--- config.mk ---
export PLATFORM = sky130hd
export DESIGN_NAME = ex_div
export DESIGN_NICKNAME = d
export VERILOG_FILES = /design/src/rtl/ex_div.sv
export SDC_FILE = /design/constraint.sdc
export NUM_CORES = 1
export LEC_CHECK = 0
export CAP_MARGIN = 5
export CORE_ASPECT_RATIO = 1.4
export CORE_UTILIZATION = 55
export CTS_BUF_LIST = sky130_fd_sc_hd__clkbuf_8
export CTS_CLUSTER_DIAMETER = 120
export DETAILED_ROUTE_END_ITERATION = 6
export GPL_TIMING_DRIVEN = 0
export PLACE_DENSITY = 0.87
export SYNTH_ARGS = -nofsm -noshare
export SYNTH_HDL_FRONTEND = slang
export SYNTH_SLANG_ARGS = --single-unit
--- constraint.sdc ---
create_clock -name clk -period 4.2 [get_ports clk]
set_input_delay 0.63 -clock clk [delete_from_list [all_inputs] [get_ports clk]]
set_output_delay 0.63 -clock clk [all_outputs]
set_load 0.01 [all_outputs]
--- src/rtl/ex_div.sv ---
// ex_div: iterative restoring 32-bit divider (DIV/DIVU) for the EX stage, one quotient bit per cycle.
module ex_div #(
    parameter int WIDTH = 32
) (
    input  logic               clk,
    input  logic               rst,
    input  logic               start,
    input  logic               signed_div,
    input  logic [WIDTH-1:0]   opdata1,
    input  logic [WIDTH-1:0]   opdata2,
    input  logic               annul,
    output logic [2*WIDTH-1:0] result,
    output logic               ready,
    output logic               stallreq
);
    typedef enum logic [1:0] {FREE, BYZERO, ON, END} state_t;
    state_t             state, state_nxt;
    logic [5:0]         cnt, cnt_nxt;
    logic [2*WIDTH:0]   work, work_nxt, shifted;
    logic [WIDTH-1:0]   divisor, divisor_nxt, abs1, abs2, quotient, remainder;
    logic [WIDTH:0]     trial;
    logic               neg_q, neg_q_nxt, neg_r, neg_r_nxt, abort;
    always_comb begin
        abs1      = (signed_div && opdata1[WIDTH-1]) ? -opdata1 : opdata1;
        abs2      = (signed_div && opdata2[WIDTH-1]) ? -opdata2 : opdata2;
        abort     = annul || !start;
        shifted   = work << 1;
        trial     = shifted[2*WIDTH:WIDTH] - {1'b0, divisor};
        state_nxt   = state;
        cnt_nxt     = cnt;
        work_nxt    = work;
        divisor_nxt = divisor;
        neg_q_nxt   = neg_q;
        neg_r_nxt   = neg_r;
        case (state)
            FREE: begin
                if (start && !annul) begin
                    if (opdata2 == '0) begin
                        state_nxt = BYZERO;
                    end else begin
                        state_nxt   = ON;
                        divisor_nxt = abs2;
                        work_nxt    = {{(WIDTH+1){1'b0}}, abs1};
                        cnt_nxt     = '0;
                        neg_q_nxt   = signed_div && (opdata1[WIDTH-1] ^ opdata2[WIDTH-1]);
                        neg_r_nxt   = signed_div && opdata1[WIDTH-1];
                    end
                end
            end
            BYZERO: begin
                state_nxt = abort ? FREE : END;
                work_nxt  = abort ? work : '0;
            end
            ON: begin
                if (abort) begin
                    state_nxt = FREE;
                end else begin
                    // trial sign bit clear means the shifted partial remainder covers the divisor
                    work_nxt  = trial[WIDTH] ? shifted : {trial, shifted[WIDTH-1:1], 1'b1};
                    cnt_nxt   = cnt + 6'd1;
                    state_nxt = (cnt == 6'(WIDTH-1)) ? END : ON;
                end
            end
            default: state_nxt = FREE;
        endcase
    end
    always_ff @(posedge clk or negedge rst) begin
        if (!rst) begin
            state   <= FREE;
            cnt     <= '0;
            work    <= '0;
            divisor <= '0;
            neg_q   <= 1'b0;
            neg_r   <= 1'b0;
        end else begin
            state   <= state_nxt;
            cnt     <= cnt_nxt;
            work    <= work_nxt;
            divisor <= divisor_nxt;
            neg_q   <= neg_q_nxt;
            neg_r   <= neg_r_nxt;
        end
    end
    assign quotient  = neg_q ? -work[WIDTH-1:0] : work[WIDTH-1:0];
    assign remainder = neg_r ? -work[2*WIDTH-1:WIDTH] : work[2*WIDTH-1:WIDTH];
    assign ready     = (state == END);
    assign result    = ready ? {remainder, quotient} : '0;
    assign stallreq  = start && !ready;
endmodule

==> summary.md, run 1 <==
| Metric | Value |
|---|---|
| Worst Path Arrival | 3.53 ns |
| Top cell type's share of synthesized area | 28.0% |
| Starting density of the core | a little under three fifths |
| Synthesized flop and latch total | ~110 |
| Final Hold Violating Endpoints | 0 |
| R2R Setup Slk | roughly 0.31 ns |
| Core Area | 16800 µm² |
| Post-Syn Area | 9470 µm² |
| GPL Wtd Cong | 0.953 |
| P_leak | 4.92 nW |
| # IOs | ~140 |
| Die Y | roughly 160 µm |
| CTS root buf | clkbuf_8 |
| Final nets | 1469 |
| Worst Skew | 0.0158 ns |
| Synth Warn # | 0 |
| Critical path class | flop to output port |
| Most used DFF post-synth | dfrtp_1 |
| Final worst slack | 0.0424 ns |
| DR iter-0 viols | 628 |
| Maximum fanout along the worst path | 5 |
| Hold WC Path Type | primary input to async pin |
| Status | completed |
| Rows | 56 |
| Final setup fails | 0 |
| Detail Placement HPWL | 22.5 mm |
| VDD IR max | approximately 230 µV |
| Dpl ws | -0.0841 ns |
| Synthesized instance count | 1201 |
| CTS tree | built |
| Initial antenna violation count | 0 |
| Mapped Nets | 1312 |
| Final ANT Viol Nets | 0 |
| Port buffer count | around 130 |
| Vias in the first global route | 9559 |
| Worst r2r dst | work[61]$_DFFE_PN0P_ |
| Drt total wl | just under 30 mm |
| Area grow syn2layout | 22.4% |
| Rel. slew slack | 44.4% |
| Die area | 17700 µm² |
| Layout cells sized above 1 | around 6.5% |
| Distinct cells, synth | between 60 and 70 |
| Register clock-pin slew on the reported worst setup and hold paths | 0.11 ns |
| First-pass DRT Iterations | 5 |
| MaxCap Viol Count | 0 |
| Most frequent cells in the layout | 145 x nand2_1, 116 x o21ai_0, 116 x clkdlybuf4s50_1 |
| Avg Inst Size Synth | approximately 7.9 µm² |
| First-pass GRT wire length | 46.0 mm |
| Yosys top cell by area | dfrtp_1 |
| Clock buffer depth | 2 |
| Post-synth EDFFs | 0 |
| H-tree depth | 3 |
| Vias | 9731 |
| Worst-margin pin slew | 0.835 ns |
| Worst setup EP type | output port |
| Synth top area cells | dfrtp_1 28%, xnor2_1 9.5%, o21ai_0 6.5%, nand2_1 5.8%, ha_1 5.4% |
| Largest net degree at the start of global routing | 72 |
| Synth async-reset ratio | 100% |
| Max Fclk | about 240 MHz |
| Multi-input logic area | approximately 6500 µm² |
| Reg area | 2660 µm² |
| Clk sinks | 106 |
| Wirelength per Cell | 18.5 µm |
| Period utilization | a little over nine tenths |
| Reg-to-reg critical path startpoint | work[31]$_DFFE_PN0P_ |
| TNS Setup | 0 ns |
| Pwr per Cell Area | 330 nW/µm² |
| Clock Latency Late Sink | 0.38 ns |
| Die X | 113 µm |
| Commonest non-fill, non-tap cell in the layout | nand2_1 |
| Worst Path Required | 3.57 ns |
| N_diodes | 0 |
| Post-synthesis sequential area ratio | around 28% |
| CP Launch Type | flop |
| Tot GR Track Use | 33.0% |
| Worst R2R Path Depth | 14 |
| Number of buffers created by CTS | 9 |
| DRC viols | 0 |
| Post-route minimum period | about 4.2 ns |
| Via-per-instance ratio | 6.22 |
| RSZ-0062 raised after global routing | yes |
| Fillers | between 1k and 1.5k |
| Total gr overflow | 0 |
| Max Slew Vio Count | 0 |
[flip-flops by register name, indices dropped and copies added (netlist names)]
name and flops:
work 64, divisor 32, cnt 6, state 2
neg_q 1, neg_r 1
[how the worst max path moves through the flow]
stage / from / to / slack [ns] / cells past startpoint
2_1_floorplan: work[7]$_DFFE_PN0P_ / result[30] / 0.65 / 9
3_3_place_gp: rst / cnt[4]$_DFFE_PN0P_ / -1.57 / 1
3_5_place_dp: work[7]$_DFFE_PN0P_ / result[30] / -0.08 / 10
4_1_cts: work[8]$_DFFE_PN0P_ / result[29] / -0.12 / 10
5_1_grt: work[10]$_DFFE_PN0P_ / result[29] / -0.08 / 10
6_report: work[8]$_DFFE_PN0P_ / result[29] / 0.04 / 10
[cells in the mapped netlist, types with 3 or more instances]
master    instances
mux2i_1          26
xnor2_1         103
o41ai_1          15
xor2_1           45
a221oi_1          3
clkbuf_1         63
or4_1            10
a22oi_1          27
or2_2             5
or3_4             4
inv_1            57
nand4_1          14
nand2b_1         14
o21bai_1          3
o21ai_0         123
a21boi_0          4
o211ai_1          8
a31oi_1           6
dfrtp_1         106
nor4_1           14
nand2_1         146
buf_2             4
or3_1            15
and2_1           66
nand3b_1          3
nor3_1           18
a21o_1           15
o31ai_1          43
ha_1             41
nor2b_1          11
a211oi_1          6
and3_1            5
a21oi_1          64
nand3_1          15
nor2_1           64
[per-layer routing]
metal / global-route usage, % / wire, µm
met1: 35.2 / 10300
met2: 61.8 / 15100
met3: 5.54 / 2260
met4: 18.2 / 1380
met5: 0 / 0
[logic make-up after synthesis]
kind of cell | synth area share, %
XOR/XNOR | 13.7
multiplexers | 2.99
flip-flops | 28.0
AND/OR/NAND/NOR | 22.2
AO/OA/AOI/OAI | 22.4
adder cells (fa/ha/maj) | 5.63
buffers and inverters | 5.05
[worst max-delay path, cell delays in order, from the launching register on]
cell      delay [ns]
dfrtp_2         0.43
or4_4           0.54
nor4_4          0.21
nand2b_2        0.11
or4_4           0.43
or3_4           0.42
or3_4           0.39
o31ai_4         0.19
xnor2_1         0.15
and2_1          0.15
buf_2           0.13
[repair_timing]
action                                  CTS  global route
pin swaps                                12             8
endpoints found under the setup margin   22            32
resized for setup                        53            24
hold buffers                              0             0
buffers inserted                          9             3
[stage by stage]
step / cell area, µm² / power [mW] / util [%] / instances / hold slack, ns
floorplan: 9470 / 2.48 / - / 1201 / 0.334
global placement: 11100 / 2.90 / 65.8 / 1538 / 0.462
detailed placement: 11100 / 2.96 / 65.9 / 1539 / 0.472
CTS: 11500 / 3.76 / 68.3 / 1563 / 0.221
global route: 11600 / 4.05 / 68.9 / 1565 / 0.244
finish: 11600 / 3.83 / 68.9 / 1565 / 0.220
[area by class of cell]
| cell class | count | share of cell area [%] |
|---|---|---|
| inverters | 57 | 1.85 |
| clock buffers | 9 | 1.07 |
| repair buffers | 147 | 12.5 |
| clock inverters | 6 | 0.928 |
| flip-flops and latches | 106 | 22.9 |
| plain buffers | 68 | 2.25 |
| well taps | 203 | 2.19 |
| multi-input cells | 969 | 56.3 |
[where the power goes]
group	leakage, nW	switching, mW	internal (mW)	total (mW)
clock	0.120	0.367	0.391	0.758
combinational	3.45	0.928	0.652	1.58
sequential	1.36	0.257	1.23	1.49
total	4.92	1.55	2.28	3.83
Note: power is estimated with default switching activity, not from simulation.
==> run 2, diff against run 1 <==
--- a/config.mk
+++ b/config.mk
@@ -9,7 +9,7 @@
 export CORE_ASPECT_RATIO = 1.4
 export CORE_UTILIZATION = 55
 export CTS_BUF_LIST = sky130_fd_sc_hd__clkbuf_8
-export CTS_CLUSTER_DIAMETER = 120
+export CTS_CLUSTER_DIAMETER = 50
 export DETAILED_ROUTE_END_ITERATION = 6
 export GPL_TIMING_DRIVEN = 0
 export PLACE_DENSITY = 0.87
==> results of run 2 <==
No change in the layout: final DEF, timing and power equal those of run 1.
==> run 3, diff against run 2 <==
--- a/config.mk
+++ b/config.mk
@@ -9,7 +9,7 @@
 export CORE_ASPECT_RATIO = 1.4
 export CORE_UTILIZATION = 55
 export CTS_BUF_LIST = sky130_fd_sc_hd__clkbuf_8
-export CTS_CLUSTER_DIAMETER = 50
+export CTS_CLUSTER_SIZE = 10
 export DETAILED_ROUTE_END_ITERATION = 6
 export GPL_TIMING_DRIVEN = 0
 export PLACE_DENSITY = 0.87
==> results of run 3 <==
No change in the layout: final DEF, timing and power equal those of run 1.
